$ cat config.mk
export PLATFORM = sky130hd
export DESIGN_NAME = axi_lite_apb_bridge_flat
export DESIGN_NICKNAME = d
export VERILOG_FILES = /design/src/rtl/axi_lite_apb_bridge_if.sv /design/src/rtl/axi_lite_apb_bridge.sv /design/src/flat_wrapper.sv
export SDC_FILE = /design/constraint.sdc
export NUM_CORES = 1
export LEC_CHECK = 0
export ABC_AREA = 1
export ABC_CLOCK_PERIOD_IN_PS = 5330
export BUFFER_PORTS_ARGS = -buffer_cell sky130_fd_sc_hd__buf_2
export CORE_MARGIN = 1.5
export CORE_UTILIZATION = 51
export CTS_BUF_LIST = sky130_fd_sc_hd__clkbuf_2 sky130_fd_sc_hd__clkbuf_4 sky130_fd_sc_hd__clkbuf_8
export CTS_CLUSTER_SIZE = 25
export DETAILED_ROUTE_END_ITERATION = 10
export PLACE_DENSITY = 0.87
export SLEW_MARGIN = 5
export SYNTH_ARGS = -nofsm -noshare
export SYNTH_HDL_FRONTEND = slang
export SYNTH_SLANG_ARGS = --single-unit
export TNS_END_PERCENT = 10
$ cat constraint.sdc
create_clock -name ACLK -period 5.33 [get_ports ACLK]
set_input_delay 0.7995 -clock ACLK [delete_from_list [all_inputs] [get_ports ACLK]]
set_output_delay 0.7995 -clock ACLK [all_outputs]
set_load 0.05 [all_outputs]
$ cat src/rtl/axi_lite_apb_bridge_if.sv
// Bus bundle for the AXI4-Lite to APB3 bridge.
// Carries the AXI4-Lite AW/W/B/AR/R channels and the APB3 master signals.
//   slave  : bridge view. Takes AXI requests and APB slave replies, drives AXI
//            readies/responses and APB control.
//   master : agent view. Drives AXI requests and APB slave replies.
interface axi_lite_apb_bridge_if #(
  parameter int ADDR_W = 32,
  parameter int DATA_W = 32
);
  logic [ADDR_W-1:0]   AWADDR;
  logic                AWVALID;
  logic                AWREADY;
  logic [DATA_W-1:0]   WDATA;
  logic [DATA_W/8-1:0] WSTRB;
  logic                WVALID;
  logic                WREADY;
  logic [1:0]          BRESP;
  logic                BVALID;
  logic                BREADY;
  logic [ADDR_W-1:0]   ARADDR;
  logic                ARVALID;
  logic                ARREADY;
  logic [DATA_W-1:0]   RDATA;
  logic [1:0]          RRESP;
  logic                RVALID;
  logic                RREADY;
  logic [ADDR_W-1:0]   PADDR;
  logic                PSEL;
  logic                PENABLE;
  logic                PWRITE;
  logic [DATA_W-1:0]   PWDATA;
  logic                PREADY;
  logic [DATA_W-1:0]   PRDATA;
  logic                PSLVERR;

  modport slave (
    input  AWADDR, AWVALID, WDATA, WSTRB, WVALID, BREADY,
           ARADDR, ARVALID, RREADY, PREADY, PRDATA, PSLVERR,
    output AWREADY, WREADY, BRESP, BVALID, ARREADY, RDATA, RRESP, RVALID,
           PADDR, PSEL, PENABLE, PWRITE, PWDATA
  );

  modport master (
    output AWADDR, AWVALID, WDATA, WSTRB, WVALID, BREADY,
           ARADDR, ARVALID, RREADY, PREADY, PRDATA, PSLVERR,
    input  AWREADY, WREADY, BRESP, BVALID, ARREADY, RDATA, RRESP, RVALID,
           PADDR, PSEL, PENABLE, PWRITE, PWDATA
  );
endinterface

$ cat src/rtl/axi_lite_apb_bridge.sv
// AXI4-Lite slave to APB3 master bridge.
// Serves one AXI read or write at a time as a single APB SETUP/ACCESS transfer,
// and returns the APB result on B or R. An ACCESS phase that sees no PREADY for
// TIMEOUT cycles is aborted with SLVERR.
// Ports:
//   ACLK    : clock, rising edge
//   ARESETn : synchronous active-low reset
//   bus     : AXI4-Lite slave channels plus APB3 master signals (slave modport)
//
// state  | meaning
// IDLE   | waiting for a request; the only state where readies can assert
// SETUP  | APB setup phase, PSEL=1 PENABLE=0
// ACCESS | APB access phase, waiting for PREADY or timeout
// WRESP  | BVALID held until BREADY
// RRESP  | RVALID held until RREADY
module axi_lite_apb_bridge #(
  parameter int ADDR_W  = 32,
  parameter int DATA_W  = 32,
  parameter int TIMEOUT = 16
) (
  input  logic ACLK,
  input  logic ARESETn,
  axi_lite_apb_bridge_if.slave bus
);

  localparam int STRB_W = DATA_W / 8;
  localparam int CNT_W  = $clog2(TIMEOUT + 1);
  localparam logic [CNT_W-1:0] CNT_LAST = CNT_W'(TIMEOUT - 1);

  typedef enum logic [2:0] {IDLE, SETUP, ACCESS, WRESP, RRESP} state_t;

  state_t            state;
  logic              wr_first;
  logic [CNT_W-1:0]  cnt;

  logic              wr_pend;
  logic              rd_pend;
  logic              take_wr;
  logic              take_rd;
  logic              req_bad;
  logic [ADDR_W-1:0] req_addr;

  // Readies are decoded from the registered state so the handshake happens in
  // the same cycle the request is seen; they are forced low during reset.
  always_comb begin
    wr_pend  = bus.AWVALID && bus.WVALID;
    rd_pend  = bus.ARVALID;
    take_wr  = ARESETn && (state == IDLE) && wr_pend && (wr_first || !rd_pend);
    take_rd  = ARESETn && (state == IDLE) && rd_pend && !take_wr;
    req_addr = take_wr ? bus.AWADDR : bus.ARADDR;
    req_bad  = (req_addr[1:0] != 2'b00) ||
               (take_wr && (bus.WSTRB != {STRB_W{1'b1}}));
  end

  assign bus.AWREADY = take_wr;
  assign bus.WREADY  = take_wr;
  assign bus.ARREADY = take_rd;

  always_ff @(posedge ACLK) begin
    if (!ARESETn) begin
      state       <= IDLE;
      wr_first    <= 1'b1;
      cnt         <= '0;
      bus.PADDR   <= '0;
      bus.PSEL    <= 1'b0;
      bus.PENABLE <= 1'b0;
      bus.PWRITE  <= 1'b0;
      bus.PWDATA  <= '0;
      bus.BVALID  <= 1'b0;
      bus.BRESP   <= 2'b00;
      bus.RVALID  <= 1'b0;
      bus.RRESP   <= 2'b00;
      bus.RDATA   <= '0;
    end else begin
      case (state)
        IDLE: begin
          if (take_wr || take_rd) begin
            wr_first <= ~wr_first;
            if (req_bad) begin
              // Misaligned or partial-strobe request: answer without touching APB.
              if (take_wr) begin
                state      <= WRESP;
                bus.BVALID <= 1'b1;
                bus.BRESP  <= 2'b10;
              end else begin
                state      <= RRESP;
                bus.RVALID <= 1'b1;
                bus.RRESP  <= 2'b10;
                bus.RDATA  <= '0;
              end
            end else begin
              state      <= SETUP;
              bus.PSEL   <= 1'b1;
              bus.PADDR  <= req_addr;
              bus.PWRITE <= take_wr;
              if (take_wr) begin
                bus.PWDATA <= bus.WDATA;
              end
            end
          end
        end

        SETUP: begin
          state       <= ACCESS;
          bus.PENABLE <= 1'b1;
          cnt         <= '0;
        end

        ACCESS: begin
          if (bus.PREADY) begin
            bus.PSEL    <= 1'b0;
            bus.PENABLE <= 1'b0;
            if (bus.PWRITE) begin
              state      <= WRESP;
              bus.BVALID <= 1'b1;
              bus.BRESP  <= bus.PSLVERR ? 2'b10 : 2'b00;
            end else begin
              state      <= RRESP;
              bus.RVALID <= 1'b1;
              bus.RRESP  <= bus.PSLVERR ? 2'b10 : 2'b00;
              bus.RDATA  <= bus.PRDATA;
            end
          end else if (cnt == CNT_LAST) begin
            // This is the TIMEOUT-th ACCESS cycle without PREADY: abort.
            bus.PSEL    <= 1'b0;
            bus.PENABLE <= 1'b0;
            if (bus.PWRITE) begin
              state      <= WRESP;
              bus.BVALID <= 1'b1;
              bus.BRESP  <= 2'b10;
            end else begin
              state      <= RRESP;
              bus.RVALID <= 1'b1;
              bus.RRESP  <= 2'b10;
              bus.RDATA  <= '0;
            end
          end else begin
            cnt <= cnt + 1'b1;
          end
        end

        WRESP: begin
          if (bus.BREADY) begin
            bus.BVALID <= 1'b0;
            state      <= IDLE;
          end
        end

        RRESP: begin
          if (bus.RREADY) begin
            bus.RVALID <= 1'b0;
            state      <= IDLE;
          end
        end

        default: state <= IDLE;
      endcase
    end
  end

endmodule

$ cat src/flat_wrapper.sv
// flat-port wrapper written by rule: the top's interface ports become plain ports
module axi_lite_apb_bridge_flat 
#(
  parameter int ADDR_W  = 32,
  parameter int DATA_W  = 32,
  parameter int TIMEOUT = 16
)
  (ACLK, ARESETn, bus_AWADDR, bus_AWVALID, bus_WDATA, bus_WSTRB, bus_WVALID, bus_BREADY, bus_ARADDR, bus_ARVALID, bus_RREADY, bus_PREADY, bus_PRDATA, bus_PSLVERR, bus_AWREADY, bus_WREADY, bus_BRESP, bus_BVALID, bus_ARREADY, bus_RDATA, bus_RRESP, bus_RVALID, bus_PADDR, bus_PSEL, bus_PENABLE, bus_PWRITE, bus_PWDATA);
  axi_lite_apb_bridge_if #(.ADDR_W(ADDR_W), .DATA_W(DATA_W)) bus_i ();
  input  logic ACLK;
  input  logic ARESETn;
  input wire logic [$bits(bus_i.AWADDR)-1:0] bus_AWADDR;
  input wire logic [$bits(bus_i.AWVALID)-1:0] bus_AWVALID;
  input wire logic [$bits(bus_i.WDATA)-1:0] bus_WDATA;
  input wire logic [$bits(bus_i.WSTRB)-1:0] bus_WSTRB;
  input wire logic [$bits(bus_i.WVALID)-1:0] bus_WVALID;
  input wire logic [$bits(bus_i.BREADY)-1:0] bus_BREADY;
  input wire logic [$bits(bus_i.ARADDR)-1:0] bus_ARADDR;
  input wire logic [$bits(bus_i.ARVALID)-1:0] bus_ARVALID;
  input wire logic [$bits(bus_i.RREADY)-1:0] bus_RREADY;
  input wire logic [$bits(bus_i.PREADY)-1:0] bus_PREADY;
  input wire logic [$bits(bus_i.PRDATA)-1:0] bus_PRDATA;
  input wire logic [$bits(bus_i.PSLVERR)-1:0] bus_PSLVERR;
  output wire logic [$bits(bus_i.AWREADY)-1:0] bus_AWREADY;
  output wire logic [$bits(bus_i.WREADY)-1:0] bus_WREADY;
  output wire logic [$bits(bus_i.BRESP)-1:0] bus_BRESP;
  output wire logic [$bits(bus_i.BVALID)-1:0] bus_BVALID;
  output wire logic [$bits(bus_i.ARREADY)-1:0] bus_ARREADY;
  output wire logic [$bits(bus_i.RDATA)-1:0] bus_RDATA;
  output wire logic [$bits(bus_i.RRESP)-1:0] bus_RRESP;
  output wire logic [$bits(bus_i.RVALID)-1:0] bus_RVALID;
  output wire logic [$bits(bus_i.PADDR)-1:0] bus_PADDR;
  output wire logic [$bits(bus_i.PSEL)-1:0] bus_PSEL;
  output wire logic [$bits(bus_i.PENABLE)-1:0] bus_PENABLE;
  output wire logic [$bits(bus_i.PWRITE)-1:0] bus_PWRITE;
  output wire logic [$bits(bus_i.PWDATA)-1:0] bus_PWDATA;
  assign bus_i.AWADDR = bus_AWADDR;
  assign bus_i.AWVALID = bus_AWVALID;
  assign bus_i.WDATA = bus_WDATA;
  assign bus_i.WSTRB = bus_WSTRB;
  assign bus_i.WVALID = bus_WVALID;
  assign bus_i.BREADY = bus_BREADY;
  assign bus_i.ARADDR = bus_ARADDR;
  assign bus_i.ARVALID = bus_ARVALID;
  assign bus_i.RREADY = bus_RREADY;
  assign bus_i.PREADY = bus_PREADY;
  assign bus_i.PRDATA = bus_PRDATA;
  assign bus_i.PSLVERR = bus_PSLVERR;
  assign bus_AWREADY = bus_i.AWREADY;
  assign bus_WREADY = bus_i.WREADY;
  assign bus_BRESP = bus_i.BRESP;
  assign bus_BVALID = bus_i.BVALID;
  assign bus_ARREADY = bus_i.ARREADY;
  assign bus_RDATA = bus_i.RDATA;
  assign bus_RRESP = bus_i.RRESP;
  assign bus_RVALID = bus_i.RVALID;
  assign bus_PADDR = bus_i.PADDR;
  assign bus_PSEL = bus_i.PSEL;
  assign bus_PENABLE = bus_i.PENABLE;
  assign bus_PWRITE = bus_i.PWRITE;
  assign bus_PWDATA = bus_i.PWDATA;
  axi_lite_apb_bridge #(.ADDR_W(ADDR_W), .DATA_W(DATA_W), .TIMEOUT(TIMEOUT)) u_core (.ACLK(ACLK), .ARESETn(ARESETn), .bus(bus_i));
endmodule
* After elaboration in Yosys (flattened, before gate mapping) *
Cells that the tools add are included.

word-level totals
  flip-flop bits (word level) = 114
  word-level logic and storage cells = 123
  input port bits = 141
  output and inout bits = 108

cells by class
  reductions and logical operators = 29
  eq/ne operators = 18
  mux-type cells = 60
  bitwise gates (word level) = 2
  $add $sub $neg = 1

operator list
  cell                   number
  $mux W32               8
  $pmux W32 S2           1
  $mux W2                15
  $mux W3                8
  $reduce_and A6 Y1      4
  $mux W1                18
  $ne A2 B2 Y1 const B   8
  $pmux W3 S5            1
  $reduce_and A4 Y1      3
  $mux W5                2
  $pmux W5 S2            1
  $pmux W2 S2            2
  $logic_and A1 B1 Y1    7
  $eq A3 B2 Y1 const B   2
  $ne A2 B1 Y1 const B   3
  $pmux W1 S3            2
  $reduce_and A3 Y1      2
  $reduce_bool A2 Y1     3
  $reduce_bool A3 Y1     2
  $add A5 B1 Y5 const B  1
  $eq A5 B4 Y1 const B   1
  $ne A4 B4 Y1 const B   1
  $pmux W1 S2            2
  $reduce_and A2 Y1      2
  other kinds (7)        11

* Logic depth before layout (Yosys ltp) *
Gate-level depths: netlist (run 1).

  depth in word-level cells = 10
  depth in mapped cells = 14

* Worst setup path after synthesis (run 1) *
Ideal clock, no wire load.

  kind = input to output
  start point = input port ARESETn
  end point = output port bus_WREADY
  data required time = 4.530 ns
  arrival time = 2.254 ns
  stages on the path = 5
  setup slack = 2.276 ns
  path through = buf_2 > nand3_2 > nor2_4 > buf_1 > buf_4

on the way
  word-level cells in the longest chain between the ends = 3

ends and longest elaborated chain
  element                            line                       text
  start, declared                    flat_wrapper.sv:11         input logic ARESETn;
  $logic_and A1 B1 Y1 (3 in series)  axi_lite_apb_bridge.sv:48  take_wr = ARESETn && (state == IDLE) && wr_pend && (wr_first || !rd_pend);
  end, declared                      flat_wrapper.sv:25         output wire logic [$bits(bus_i.WREADY)-1:0] bus_WREADY;

No other way between the ends.

* Final worst setup path (run 1) *
  start point = input port ARESETn
  end point = register u_core.bus.RDATA[19]

on the way
  word-level cells in the longest chain between the ends = 8
  elaborated cells on any way between the ends = 15
  those cells by class = eq/ne: 3; mux: 1; reduce/logical: 11

ends and longest elaborated chain
  element                                                    line                                                  text
  $logic_and A1 B1 Y1                                        axi_lite_apb_bridge.sv:48, axi_lite_apb_bridge.sv:49
  $logic_and A1 B1 Y1 (2 in series)                          axi_lite_apb_bridge.sv:48
  $mux W32 or $logic_not A1 Y1 (tied branches)               axi_lite_apb_bridge.sv:50, axi_lite_apb_bridge.sv:49
  $reduce_bool A2 Y1 or $logic_and A1 B1 Y1 (tied branches)  axi_lite_apb_bridge.sv:51, axi_lite_apb_bridge.sv:49
  $logic_or A1 B1 Y1, on equally long branches               axi_lite_apb_bridge.sv:51, axi_lite_apb_bridge.sv:77
  $ne A2 B1 Y1 (no line) or $ne A2 B2 Y1 (tied branches)     --
  $reduce_and A6 Y1 (no line)                                --
  end signal, assigned                                       axi_lite_apb_bridge.sv:121                            bus.RDATA <= bus.PRDATA;
  end, declared                                              axi_lite_apb_bridge_if.sv:39                          output AWREADY, WREADY, BRESP, BVALID, ARREADY, RDATA, RRESP, RVALID,

Several ways; a longest one is shown, not always the timed one.
A chain may end at the register's enable or synchronous reset.

==> flow_summary.toml, run 1 <==
[power]
p_per_area_nw_per_um2 = 375
leakage_nw = 3.76
irDropWorstVdd_mv = 0.180

[clocking]
clock-sinks = 112
clkTransAtPathRegs_ns = 0.10
clockRootBuffer = "clkbuf_8"
hold_buffers = 0
clk_latency_ns = 0.36
clockBufferDepth = 2
postCtsSetupRepairBufs = 0
cts_buffers = 9
cts_tree = "done"
cts_resized = 0
htreeDepth = 3

[yosys]
yosysTopAreaCell = "dfxtp_1"
yosys_warnings = 0
async_reset_ff_frac = 0
yosys-top-cells-area = "dfxtp_1 44%, nand2_1 19%, nor2_1 15%, inv_1 5.0%, o21ai_0 4.2%"
ys.flop_type = "dfxtp_1"
avgSynthCellArea_um2 = 6.41
yosys.area.top_type_share = 0.441
syn-cell-area_um2 = 5080
ys_seq_elements = 112
netlist-cell-type-count = 26
yosysSeqAreaShare = 0.441
synth_edf_count = 0
synthCells = 793

[final_layout]
instances_no_fill = 1148
multi_input_area_um2 = 2340
regArea_um2 = 2240
num_antenna_cells = 0
fillers = 960
fin_nets = 1153
mostFrequentLayoutCell = "nand2_1"
layout_common_cells = "258 x nand2_1, 245 x buf_2, 198 x nor2_1"
syn_to_final_growth_pct = 26.8
drive_above_1_share = 0.277

[routing]
wirelength_um = 12700
vias = 5271
post_drt_wl_per_cell_um = 11.1
drt_pass1_iterations = 5
ant_nets = 0
drc = 0
initialDrtViolationCount = 160
vias_per_cell = 4.59

[timing]
setup_tns_ns = 0
rsz0062_at_grt = "no"
maxSlewViolCount = 0
worst_pin_slew_ns = 1.11
setup_viol = 0
fin_skew_ns = 0.0118
worst_slack_ns = 1.93
period_share = 0.639
max_freq_mhz = 294
period_minus_slack_ns = 3.40
whs_ns = 0.450
finalHoldViolations = 0
slew_headroom = 0.260

[grt]
grt_max_degree = 109
grt_first_pass_wirelength_um = 19500
gr-usage-met3 = 0.0549
grt_use_total = 0.230
grtUsageMet1 = 0.271
overflow = 0
busiest_layer = "met2"
grt_pass1_vias = 4565
antenna_found_initial = 0
met2_usage = 0.418

[worst_setup_path]
cp_num_cells = 11
slowest_delay_ns = 0.74
worstPathRequired_ns = 5.58
cp_max_fo = 108
rr_endpoint = "u_core.bus.PADDR[19]$_SDFFE_PN0P_"
r2r-start = "u_core.state[2]$_SDFFE_PN0P_"
r2r_setup_slack_ns = 2.27
end_kind = "register"
worst_setup_path_start_kind = "input port"
path_cells = "buf_4, buf_4, inv_1, o21ai_0, nor2_1, nor2_2, nand2_4, inv_2, nand2_1, nand2_1, nor2_1"
path_class = "input port to register"
rr_worst_depth = 9
critPathTopFamily = "buffers and inverters"
crit_buf_inv = 4
cp_slowest_cell = "buf_4"
crit_end = "u_core.bus.RDATA[19]$_SDFFE_PN0P_"
cp.arrival_ns = 3.66
critPathLaunch = "ARESETn"

[placed_design]
place_ws_ns = 1.64
dp_hpwl_um = 9220
dp.cells = 1132
port_buffers = 246
gp_congestion = 0.851

[floorplan]
placementRows = 36
initial_core_util = 0.523
ios = 249
die_y_um = 103
fp.dieW_um = 103
core_area_um2 = 9730
die_area_um2 = 10600

[hold_path]
hold_class = "register to register"

[flow_run]
max_cap_viol_count = 0

[outcome]
status = "finished clean"
[synthesized netlist by cell type (2+ instances only)]
library cell and instances:
a21oi_1 30, buf_1 6, buf_2 11, buf_4 7, buf_6 5, clkbuf_1 15
dfxtp_1 112, ha_1 2, inv_1 68, inv_2 4, nand2_1 259, nand3_1 7
nand3_2 2, nand4_1 3, nor2_1 198, nor2_2 2, nor2_4 3, nor3_1 8
o211a_1 2, o21ai_0 43
[tightest hold or removal path: stages (launching register included)]
cell,delay (ns)
dfxtp_1,0.33
nand2_1,0.05
nor2_1,0.04
[how the worst min path moves through the flow]
stage | depth (start not counted) | slack, ns | from | to
2_1_floorplan | 1 | 0.45 | u_core.wr_first$_SDFFE_PN1P_ | u_core.wr_first$_SDFFE_PN1P_
3_3_place_gp | 2 | 0.42 | u_core.bus.PADDR[0]$_SDFFE_PN0P_ | u_core.bus.PADDR[0]$_SDFFE_PN0P_
3_5_place_dp | 2 | 0.43 | u_core.bus.PADDR[1]$_SDFFE_PN0P_ | u_core.bus.PADDR[1]$_SDFFE_PN0P_
4_1_cts | 2 | 0.44 | u_core.bus.PADDR[1]$_SDFFE_PN0P_ | u_core.bus.PADDR[1]$_SDFFE_PN0P_
5_1_grt | 2 | 0.47 | u_core.bus.PADDR[0]$_SDFFE_PN0P_ | u_core.bus.PADDR[0]$_SDFFE_PN0P_
6_report | 2 | 0.45 | u_core.bus.PADDR[1]$_SDFFE_PN0P_ | u_core.bus.PADDR[1]$_SDFFE_PN0P_
[routing by layer]
metal  wire length, µm  vias to the layer above
li1                  -                     2812
met1              5530                     2274
met2              6230                      172
met3               829                       13
met4               142                        0
met5                 0                        -
[kinds of logic after synthesis]
family,Yosys count,synth area share
fa+ha+maj,2,0.00492
flops,112,0.441
buf+inv,116,0.101
compound gates,77,0.0790
simple gates,485,0.374
other cells,1,0.000737
[metrics by stage]
step,power [mW],utilization,area [µm²]
6_report,2.42,0.663,6450
5_1_grt,2.57,0.663,6450
4_1_cts,2.44,0.663,6450
3_5_place_dp,1.98,0.645,6270
3_3_place_gp,1.97,0.645,6270
2_1_floorplan,1.77,-,5090
[area by class of cell]
cell class | instances | area share
inverters | 72 | 0.0419
multi-input cells | 566 | 0.362
clock inverters | 6 | 0.00679
well taps | 133 | 0.0258
repair buffers | 249 | 0.195
flip-flops and latches | 112 | 0.348
clock buffers | 10 | 0.0204
[sequential cells by signal, summed over array words and instances (netlist names)]
register,cells
u_core.cnt,5
u_core.bus.BRESP,1
u_core.bus.PADDR,32
u_core.wr_first,1
u_core.bus.PENABLE,1
u_core.state,3
u_core.bus.RDATA,32
u_core.bus.RVALID,1
u_core.bus.PSEL,1
u_core.bus.PWRITE,1
u_core.bus.RRESP,1
u_core.bus.PWDATA,32
u_core.bus.BVALID,1
[power breakdown]
group | switching, mW | total (mW) | internal [mW]
logic | 0.708 | 0.950 | 0.242
registers | 0.0600 | 1.01 | 0.950
clock network | 0.282 | 0.460 | 0.178
No activity file was read; power rests on OpenSTA's default activity.
==> inputs of run 2 (changes only) <==
--- a/config.mk
+++ b/config.mk
@@ -6,14 +6,14 @@
 export NUM_CORES = 1
 export LEC_CHECK = 0
 export ABC_AREA = 1
-export ABC_CLOCK_PERIOD_IN_PS = 5330
+export ABC_CLOCK_PERIOD_IN_PS = 3450
 export BUFFER_PORTS_ARGS = -buffer_cell sky130_fd_sc_hd__buf_2
 export CORE_MARGIN = 1.5
-export CORE_UTILIZATION = 51
+export CORE_UTILIZATION = 48
 export CTS_BUF_LIST = sky130_fd_sc_hd__clkbuf_2 sky130_fd_sc_hd__clkbuf_4 sky130_fd_sc_hd__clkbuf_8
 export CTS_CLUSTER_SIZE = 25
 export DETAILED_ROUTE_END_ITERATION = 10
-export PLACE_DENSITY = 0.87
+export PLACE_DENSITY = 0.83
 export SLEW_MARGIN = 5
 export SYNTH_ARGS = -nofsm -noshare
 export SYNTH_HDL_FRONTEND = slang
==> constraint.sdc (replaced) <==
create_clock -name ACLK -period 3.45 [get_ports ACLK]
set_input_delay 0.5175 -clock ACLK [delete_from_list [all_inputs] [get_ports ACLK]]
set_output_delay 0.5175 -clock ACLK [all_outputs]
set_load 0.05 [all_outputs]
==> flow_summary.toml, run 2 (same netlist as run 1, synthesis figures left out) <==
[outcome]
status = "finished clean"

[routing]
vias_per_cell = 4.53
wirelength_um = 12400
post_drt_wl_per_cell_um = 10.8
drc = 0
drt_pass1_iterations = 5
initialDrtViolationCount = 319
ant_nets = 0
vias = 5220

[power]
irDropWorstVdd_mv = 0.338
p_per_area_nw_per_um2 = 584
leakage_nw = 3.79

[clocking]
clk_latency_ns = 0.36
clkTransAtPathRegs_ns = 0.11
htreeDepth = 3
cts_tree = "done"
clockRootBuffer = "clkbuf_8"
cts_buffers = 9
postCtsSetupRepairBufs = 0
hold_buffers = 0
clock-sinks = 112
cts_resized = 0
clockBufferDepth = 2

[final_layout]
layout_common_cells = "258 x nand2_1, 245 x buf_2, 198 x nor2_1"
mostFrequentLayoutCell = "nand2_1"
drive_above_1_share = 0.278
fin_nets = 1155
fin_util = 0.630
syn_to_final_growth_pct = 27.9
top_regs = "u_core.bus.PADDR (32), u_core.bus.PWDATA (32), u_core.bus.RDATA (32)"
num_antenna_cells = 0

[timing]
rsz0062_at_grt = "no"
whs_ns = 0.372
setup_viol = 0
max_freq_mhz = 413
finalHoldViolations = 0
maxSlewViolCount = 0
period_minus_slack_ns = 2.42
slew_headroom = 0.421
period_share = 0.701
worst_pin_slew_ns = 0.867
fin_skew_ns = 0.0172
setup_tns_ns = 0

[grt]
overflow = 0
grt_first_pass_wirelength_um = 20000
grtUsageMet1 = 0.267
grt_use_total = 0.217
grt_pass1_vias = 4484
busiest_layer = "met2"
antenna_found_initial = 0
gr-usage-met3 = 0.0466
met2_usage = 0.377
grt_max_degree = 81

[worst_setup_path]
slowest_delay_ns = 0.40
cp_max_fo = 36
path_class = "register to register"
worstPathRequired_ns = 3.70
cp_slowest_cell = "nand2_2"
cp.arrival_ns = 2.67
worst_setup_path_start_kind = "register"
end_kind = "register"
crit_top_cell = "nand2_1"
path_cells = "nor2_4, nand3_2, nor2_4, buf_4, nand2_1, nand3_2, inv_2, nand2_2, buf_12, nand2_1, nand2_1, nor2_1"

[floorplan]
initial_core_util = 0.493
core_area_um2 = 10300
placementRows = 37
die_area_um2 = 11200
fp.dieW_um = 106
ios = 249
die_y_um = 106

[placed_design]
gp_congestion = 0.828
dp_hpwl_um = 9250
port_buffers = 246

[hold_path]
hold_class = "input port to register"

[flow_run]
max_cap_viol_count = 0
-- run 2: routing by layer --
| layer | share of wire | vias to the layer above |
|---|---|---|
| met5 | 0 | - |
| met4 | 0.016 | 0 |
| met3 | 0.064 | 15 |
| met2 | 0.49 | 162 |
| met1 | 0.43 | 2225 |
| li1 | - | 2818 |
-- run 2: final timing paths --
path | end | cells after the start | startpoint | slack [ns]
max reg2reg | u_core.bus.PWDATA[1]$_SDFFE_PN0P_ | 12 | u_core.state[2]$_SDFFE_PN0P_ | 1.03
min | u_core.bus.PWDATA[17]$_SDFFE_PN0P_ | 3 | bus_WDATA[17] | 0.37
min reg2reg | u_core.bus.PADDR[0]$_SDFFE_PN0P_ | 2 | u_core.bus.PADDR[0]$_SDFFE_PN0P_ | 0.44
max | u_core.bus.PWDATA[1]$_SDFFE_PN0P_ | 12 | u_core.state[2]$_SDFFE_PN0P_ | 1.03
-- run 2: layout make-up --
type                            instances  area (µm²)
Fill cell                            1002        3820
Sequential cell                       112        2240
Clock buffer                           12         146
Clock inverter                          4        55.1
Multi-Input combinational cell        566        2340
Inverter                               72         270
Tap cell                              136         170
Timing Repair Buffer                  251        1280
-- run 2: power by group --
part	switching, mW	leakage (nW)	total (mW)	internal (mW)
combinational	1.09	2.77	1.47	0.376
clock	0.418	0.101	0.782	0.364
sequential	0.0844	0.913	1.55	1.47
total	1.59	3.79	3.80	2.21
-- run 2: worst max-delay path, delay by kind of cell, from the launching register on --
family / cells / cell delay, ns
buf+inv: 3 / 0.62
flops: 1 / 0.38
simple gates: 9 / 1.31
-- run 2: metrics by stage --
stage	cell area, µm²	setup slack (ns)	std cells	total power [mW]
after floorplan	5090	0.960	794	2.73
after global placement	6300	0.771	1137	3.04
after detailed placement	6300	0.713	1137	3.05
after CTS	6500	0.998	1153	3.84
after global routing	6500	0.705	1153	4.06
final	6500	1.03	1153	3.80
==> inputs of run 3 (changes only) <==
--- a/config.mk
+++ b/config.mk
@@ -5,15 +5,15 @@
 export SDC_FILE = /design/constraint.sdc
 export NUM_CORES = 1
 export LEC_CHECK = 0
-export ABC_AREA = 1
-export ABC_CLOCK_PERIOD_IN_PS = 3450
+export ABC_AREA = 0
+export ABC_CLOCK_PERIOD_IN_PS = 2500
 export BUFFER_PORTS_ARGS = -buffer_cell sky130_fd_sc_hd__buf_2
 export CORE_MARGIN = 1.5
-export CORE_UTILIZATION = 48
+export CORE_UTILIZATION = 46
 export CTS_BUF_LIST = sky130_fd_sc_hd__clkbuf_2 sky130_fd_sc_hd__clkbuf_4 sky130_fd_sc_hd__clkbuf_8
 export CTS_CLUSTER_SIZE = 25
 export DETAILED_ROUTE_END_ITERATION = 10
-export PLACE_DENSITY = 0.83
+export PLACE_DENSITY = 0.82
 export SLEW_MARGIN = 5
 export SYNTH_ARGS = -nofsm -noshare
 export SYNTH_HDL_FRONTEND = slang
==> constraint.sdc (replaced) <==
create_clock -name ACLK -period 2.5 [get_ports ACLK]
set_input_delay 0.375 -clock ACLK [delete_from_list [all_inputs] [get_ports ACLK]]
set_output_delay 0.375 -clock ACLK [all_outputs]
set_load 0.05 [all_outputs]
==> flow_summary.toml, run 3 <==
[worst_setup_path]
critPathTopFamily = "simple AND/OR/NAND/NOR gates"
crit_buf_inv = 2
cp.arrival_ns = 2.00
end_kind = "output port"
cp_slowest_cell = "nor2_2"
path_class = "register to output port"
r2r_setup_slack_ns = 0.22
rr_worst_depth = 8
rr_endpoint = "u_core.cnt[3]$_SDFFE_PN0P_"
slowest_delay_ns = 0.40
cp_max_fo = 16
path_cells = "nor2_2, nand4_4, inv_1, buf_2"
worst_setup_path_start_kind = "register"
worstPathRequired_ns = 2.12
r2r-start = "u_core.cnt[0]$_SDFFE_PN0P_"

[clocking]
clkTransAtPathRegs_ns = 0.12
clk_latency_ns = 0.37
htreeDepth = 3
cts_tree = "done"
clockBufferDepth = 2
clock-sinks = 112
clockRootBuffer = "clkbuf_8"
postCtsSetupRepairBufs = 0
cts_resized = 0
cts_buffers = 9
hold_buffers = 0

[final_layout]
syn_to_final_growth_pct = 34.0
top_regs = "u_core.bus.PADDR (32), u_core.bus.PWDATA (32), u_core.bus.RDATA (32)"
instances_no_fill = 852
layout_common_cells = "246 x buf_2, 112 x dfxtp_1, 76 x nand2_1"
fin_area_um2 = 6040
mostFrequentLayoutCell = "buf_2"
drive_above_1_share = 0.407
fin_util = 0.645
num_antenna_cells = 0
fillers = 833
fin_nets = 861

[timing]
period_share = 0.948
slew_headroom = 0.627
finalHoldViolations = 0
worst_pin_slew_ns = 0.552
rsz0062_at_grt = "no"
max_freq_mhz = 422
whs_ns = 0.203
maxSlewViolCount = 0
setup_viol = 0
worst_slack_ns = 0.130
fin_skew_ns = 0.0207
period_minus_slack_ns = 2.37
setup_tns_ns = 0

[routing]
ant_nets = 0
initialDrtViolationCount = 166
drt_pass1_iterations = 5
vias_per_cell = 5.10
wirelength_um = 12700
vias = 4344
post_drt_wl_per_cell_um = 14.9
drc = 0

[flow_run]
max_cap_viol_count = 0

[placed_design]
dp.cells = 836
port_buffers = 246
gp_congestion = 0.917
place_area_um2 = 5840
dp_hpwl_um = 9880
place_ws_ns = 0.224

[yosys]
yosysSeqAreaShare = 0.497
async_reset_ff_frac = 0
syn-cell-area_um2 = 4510
synth_top_cells_by_count = "112 x dfxtp_1, 76 x nand2_1, 47 x nor2_1"
yosys.area.top_type_share = 0.497
synth_edf_count = 0
synthCells = 485
netlist-cell-type-count = 50
avgSynthCellArea_um2 = 9.30
yosysTopAreaCell = "dfxtp_1"
yosys_warnings = 0
synth_most_common_cell = "dfxtp_1"
ys_seq_elements = 112
yosys-top-cells-area = "dfxtp_1 50%, mux2i_1 6.9%, nand2_1 6.3%, a22o_1 6.2%, a21oi_1 4.3%"
ys.flop_type = "dfxtp_1"

[floorplan]
initial_core_util = 0.481
die_area_um2 = 10400
core_area_um2 = 9370
die_y_um = 102
placementRows = 35
ios = 249
fp.dieW_um = 102

[power]
internal-power_mw = 2.50
finalPower_mw = 3.68
switching_share = 0.320
leakage_nw = 2.97
p_per_area_nw_per_um2 = 609
power_frac_seq = 0.512
switchingPower_mw = 1.18
irDropWorstVdd_mv = 0.289
p_clk_frac = 0.288
pwr-share-comb = 0.200

[hold_path]
worstHoldStart = "bus_PRDATA[31]"
hold_path_depth = 2
hold_class = "input port to register"
hold_end = "u_core.bus.RDATA[31]$_SDFFE_PN0P_"

[grt]
antenna_found_initial = 0
grt_first_pass_wirelength_um = 18700
overflow = 0
grt_use_total = 0.229
grt_pass1_vias = 3978
grt_max_degree = 48

[outcome]
status = "finished clean"
-- run 3: layer usage --
layer | vias to the layer above | track usage | wire length (µm)
met4 | 0 | 0.0801 | 259
met1 | 1928 | 0.273 | 5080
met5 | - | 0 | 0
met3 | 18 | 0.0506 | 1090
li1 | 2178 | - | -
met2 | 220 | 0.403 | 6310
-- run 3: logic make-up (layout without fill, tap and decap cells) --
kind of cell,count (synthesis),in the layout,synth area share
flops,112,112,0.497
simple gates,158,158,0.155
compound gates,131,131,0.216
mux,31,31,0.0688
buf+inv,47,284,0.0513
fa+ha+maj,2,2,0.00555
xor+xnor,3,3,0.00583
other cells,1,2,0.000831
-- run 3: area by class of cell --
type	instances	area, µm²	area share
Clock buffer	9	124	0.0205
Clock inverter	7	75.1	0.0124
Inverter	8	30.0	0.00497
Multi-Input combinational cell	327	2050	0.339
Sequential cell	112	2240	0.371
Tap cell	129	161	0.0267
Timing Repair Buffer	260	1360	0.225
-- run 3: worst max-delay path by stage --
stage                                       from                          to  slack, ns  depth (start not counted)
finish              u_core.state[2]$_SDFFE_PN0P_                 bus_AWREADY       0.13                          4
global route        u_core.state[2]$_SDFFE_PN0P_                  bus_WREADY       0.03                          4
CTS                 u_core.state[2]$_SDFFE_PN0P_                 bus_AWREADY       0.10                          4
detailed placement    u_core.cnt[0]$_SDFFE_PN0P_  u_core.cnt[3]$_SDFFE_PN0P_       0.22                          8
global placement      u_core.cnt[0]$_SDFFE_PN0P_  u_core.cnt[3]$_SDFFE_PN0P_       0.33                          8
floorplan                                ARESETn                  bus_WREADY       0.41                          6
-- run 3: power groups by stage --
stage / Sequential (mW) / Clock (mW) / Combinational [mW]
after floorplan: 2.09 / 0 / 0.319
after global placement: 1.92 / 0 / 0.724
after detailed placement: 1.92 / 0 / 0.734
after CTS: 1.88 / 1.09 / 0.735
after global routing: 1.89 / 1.18 / 0.786
final: 1.88 / 1.06 / 0.735
